File: src/rtl/pipelined_wallace_mul.sv
// pipelined_wallace_mul: 3-stage Wallace-tree multiplier with valid/ready handshake, macro WALLACE_MUL_SIGNED_EN adds Baugh-Wooley signed mode
module pipelined_wallace_mul #(
  parameter int WIDTH = 8
) (
  input  logic               clk,
  input  logic               rst,
  input  logic               in_valid,
  output logic               in_ready,
  input  logic [WIDTH-1:0]   a,
  input  logic [WIDTH-1:0]   b,
  input  logic               signed_mode,
  output logic               out_valid,
  input  logic               out_ready,
  output logic [2*WIDTH-1:0] prod
);
  localparam int P = 2 * WIDTH;
`ifdef WALLACE_MUL_SIGNED_EN
  localparam int NR = WIDTH + 1;
`else
  localparam int NR = WIDTH;
`endif
  function automatic int nlayers(int n);
    int k = 0;
    for (int m = n; m > 2; m = m - m / 3) k++;
    return k;
  endfunction
  function automatic int nrows(int n, int k);
    int m = n;
    for (int l = 0; l < k; l++) m = m - m / 3;
    return m;
  endfunction
  localparam int L = nlayers(NR);
  localparam int L1 = (L + 1) / 2;
  localparam int N1 = nrows(NR, L1);
  typedef logic [NR-1:0][P-1:0] rows_t;
  typedef logic [N1-1:0][P-1:0] r1_t;
  typedef logic [1:0][P-1:0] r2_t;
  function automatic rows_t csa(rows_t x, int n, int k);
    rows_t y;
    for (int l = 0; l < k; l++) begin
      y = '0;
      for (int g = 0; g < n / 3; g++) begin
        y[2*g]   = x[3*g] ^ x[3*g+1] ^ x[3*g+2];
        y[2*g+1] = ((x[3*g] & x[3*g+1]) | (x[3*g] & x[3*g+2]) | (x[3*g+1] & x[3*g+2])) << 1;
      end
      for (int m = 0; m < n % 3; m++) y[2*(n/3)+m] = x[3*(n/3)+m];
      x = y;
      n = n - n / 3;
    end
    return x;
  endfunction
  function automatic r1_t stage1(rows_t x);
    rows_t y;
    y = csa(x, NR, L1);
    return y[N1-1:0];
  endfunction
  function automatic r2_t stage2(r1_t x);
    rows_t y;
    y = '0;
    y[N1-1:0] = x;
    y = csa(y, N1, L - L1);
    return y[1:0];
  endfunction
  rows_t pp;
  r1_t   s1;
  r2_t   s2;
  logic  v1, v2, adv;
`ifdef WALLACE_MUL_SIGNED_EN
  // Baugh-Wooley: complement every bit that pairs exactly one sign bit, then add 2^W + 2^(2W-1)
  localparam logic [WIDTH-1:0] LO = {1'b0, {(WIDTH-1){1'b1}}};
  localparam logic [WIDTH-1:0] HI = {1'b1, {(WIDTH-1){1'b0}}};
  always_comb begin
    pp = '0;
    for (int i = 0; i < WIDTH; i++)
      pp[i] = P'((a & {WIDTH{b[i]}}) ^ (signed_mode ? (i == WIDTH - 1 ? LO : HI) : '0)) << i;
    pp[WIDTH] = signed_mode ? ((P'(1) << WIDTH) | (P'(1) << (P - 1))) : '0;
  end
`else
  logic unused_sm;
  assign unused_sm = signed_mode;
  always_comb begin
    pp = '0;
    for (int i = 0; i < WIDTH; i++) pp[i] = P'(a & {WIDTH{b[i]}}) << i;
  end
`endif
  assign adv      = !out_valid || out_ready;
  assign in_ready = adv && !rst;
  // the mode only shapes the partial products, so it is fully captured in s1 per operation
  always_ff @(posedge clk) begin
    if (rst) begin
      v1        <= 1'b0;
      v2        <= 1'b0;
      out_valid <= 1'b0;
      s1        <= '0;
      s2        <= '0;
      prod      <= '0;
    end else if (adv) begin
      v1        <= in_valid;
      s1        <= stage1(pp);
      v2        <= v1;
      s2        <= stage2(s1);
      out_valid <= v2;
      prod      <= s2[0] + s2[1];
    end
  end
endmodule

File: config.mk
export PLATFORM = sky130hd
export DESIGN_NAME = pipelined_wallace_mul
export DESIGN_NICKNAME = d
export VERILOG_FILES = /design/src/rtl/pipelined_wallace_mul.sv
export SDC_FILE = /design/constraint.sdc
export NUM_CORES = 1
export LEC_CHECK = 0
export CAP_MARGIN = 20
export CORE_UTILIZATION = 60
export CTS_CLUSTER_DIAMETER = 30
export DETAILED_ROUTE_END_ITERATION = 12
export DONT_BUFFER_PORTS = 1
export GPL_TIMING_DRIVEN = 0
export PLACE_DENSITY = 0.82
export SKIP_LAST_GASP = 1
export SLEW_MARGIN = 30
export SYNTH_ARGS = -nofsm -noshare
export SYNTH_HDL_FRONTEND = slang
export SYNTH_SLANG_ARGS = --single-unit
File: constraint.sdc
create_clock -name clk -period 3.4 [get_ports clk]
set_input_delay 0.68 -clock clk [delete_from_list [all_inputs] [get_ports clk]]
set_output_delay 0.68 -clock clk [all_outputs]
set_load 0.05 [all_outputs]
==> run_results.csv <==
group,metric,value,unit
run_status,status,"finished, final reports clean",
yosys,ys_async_sr_fraction,0,%
place,gp_congestion,0.833,
critical_path,critPathArrivalTime,2.16,ns
critical_path,crit_slowest_cell,"nor2_1",
cts,cts_root_buf,"clkbuf_8",
cts,cts_buffers,9,
detailed_routing,drc,0,
yosys,ys_seq_elements,84,
hold_path,min_path_type,"register to register",
cts,post_cts_buffers,0,
cts,htree_levels,3,
detailed_routing,drt-vias-per-instance,5.72,
cells_and_area,ff_latch_area,1680,µm²
detailed_routing,drtIter0Drc,176,
cells_and_area,multi_input_area,2890,µm²
sta,finalCriticalPeriod,2.84,ns
sta,finalMaxSlewViolations,0,
floorplanning,die_area,8280,µm²
sta,setup_viol,0,
cells_and_area,drive_gt1_share,5.86,%
grt,grt_overflow,0,
yosys,syn_nets,632,
detailed_routing,dr.pass1.iters,5,
detailed_routing,vias,3802,
sta,tns,0,ns
place,io_buffers,0,
yosys,yosysUniqueCellTypes,36,
critical_path,worstPathMaxFanout,10,
cts,clk_pin_slew,0.08,ns
sta,fin_skew,0.00778,ns
detailed_routing,wl_per_cell,16.4,µm
cells_and_area,area_delta_synth_final,6.95,%
sta,grt_setup_unrepaired,"false",
cells_and_area,nets,643,
cells_and_area,n_fill_cell,641,
cells_and_area,final_common_cell,"nand2_1",
yosys,ys_top_cells_by_area,"dfxtp_1, fa_1, nand2_1, a21oi_1, and2_1",
cts,holdBufCountCts,0,
sta,fin_crit_sh,83.5,%
critical_path,cp_top_family,"simple AND/OR/NAND/NOR gates",
power_and_ir_drop,powerDensity,469,nW/µm²
critical_path,cp_cell_sequence,"nor2b_1, buf_4, buf_2, nor2_1",
floorplanning,core_region_area,7690,µm²
detailed_routing,final_antenna_net_count,0,
run,drv_cap,0,
sta,hold_violations,0,
yosys,synthesis.instances,547,
floorplanning,start_util,61.8,%
cts,cts_tree,"built",
sta,fmax,352,MHz
yosys,yosysTopAreaCell,"dfxtp_1",
power_and_ir_drop,power_leakage,2.16,nW
critical_path,worstSetupStartpointType,"register",
grt,grt_pass1_vias,3904,
yosys,yosysWarnings,0,
floorplanning,rows,32,
sta,fin_hold_ws,0.455,ns
yosys,synth_seq_area_share,35.4,%
power_and_ir_drop,peakVddDrop,0.000245,V
cells_and_area,diodes,0,
cells_and_area,final_cell_mix,"nand2_1, dfxtp_1, a21oi_1",
floorplanning,die_h,91.0,µm
cts,clock_latency,0.35,ns
critical_path,crit_buf_inv,2,
yosys,synth_edf_count,0,
grt,grt_usage,28.0,%
critical_path,end_kind,"output port",
grt,grt_pass1_wl,18200,µm
detailed_routing,wirelength,10900,µm
power_and_ir_drop,power,2.38,mW
yosys,syn_area,4750,µm²
critical_path,worstSetupPathType,"register to output port",
cts,cts_sinks,84,
cts,ctsResizeCount,0,
grt,grt_max_degree,14,
critical_path,critical_path_required,2.72,ns
yosys,synthFlopType,"dfxtp_1",
cts,ctsLongestPathBuffers,2,
grt,antenna_found_initial,0,
yosys,syn-mean-instance-area,8.69,µm²
sta,max_slew_margin,40.7,%
place,place_hpwl,8200,µm
yosys,synth_top_area_share,35.4,%
sta,worst_pin_slew,0.887,ns
floorplanning,die_x,91.0,µm
critical_path,slowest_delay,0.69,ns
floorplanning,io_pins,39,
## cell families after synthesis
| logic type | count (synthesis) | synth area share, % |
|---|---|---|
| simple gates | 248 | 24.3 |
| buf+inv | 41 | 3.89 |
| fa+ha+maj | 64 | 23.0 |
| flops | 84 | 35.4 |
| mux | 4 | 0.842 |
| compound gates | 105 | 12.4 |
| xor+xnor | 1 | 0.184 |
## where the power goes
part,total (mW),switching (mW),internal [mW],leakage [nW]
sequential,1.20,0.124,1.08,0.688
clock,0.724,0.346,0.378,0.102
combinational,0.458,0.258,0.200,1.37
## sequential cells by signal, summed over array words and instances (netlist names)
signal     cells
out_valid      1
prod          16
s1            39
s2            26
v1             1
v2             1
## metrics by stage
stage	setup WS, ns	instance area, µm²	std cells	utilization (%)
floorplan	0.833	4750	547	-
detailed placement	0.602	4880	649	63.5
global route	0.501	5080	665	66.1
CTS	0.559	5080	665	66.1
finish	0.562	5080	665	66.1
global placement	0.629	4880	649	63.5
## cell type report
type | count | share of cell area, %
clock buffer | 12 | 3.05
multi-input combinational | 422 | 56.8
sequential | 84 | 33.1
clock inverter | 4 | 0.935
buffer | 29 | 2.76
inverter | 12 | 0.886
tap | 102 | 2.51
## worst register-to-register path: stages (launching register included)
cell	delay, ns
dfxtp_1	0.35
ha_1	0.23
inv_1	0.07
fa_1	0.43
nor2b_4	0.17
o31a_4	0.17
o21ai_2	0.06
or4_1	0.43
nand3_1	0.11
## cell usage after synthesis (all sizes together) (5+ instances only)
cell,count
a211oi,7
nor2,15
o21ai,9
dfxtp,84
ha,25
clkbuf,10
a21oi,78
buf,19
and2,61
nor3,6
nand3,5
fa,39
nand2,148
inv,12
## worst paths after layout
check	from	endpoint	slack [ns]	cells past startpoint
setup / recovery	out_valid	in_ready	0.56	4
hold / removal	s1[60]	s1[60]	0.46	2
setup reg to reg	s2[5]	prod[11]	1.32	8
hold reg to reg	s1[60]	s1[60]	0.46	2
## per-layer routing
metal | vias up | global-route usage [%] | part of all wire [%]
met5 | - | 0 | 0
met4 | 0 | 13.4 | 2.4
met3 | 28 | 4.27 | 5.0
met2 | 136 | 45.4 | 46
met1 | 1816 | 36.7 | 46
li1 | 1822 | - | -
No activity file was read; power rests on OpenSTA's default activity.
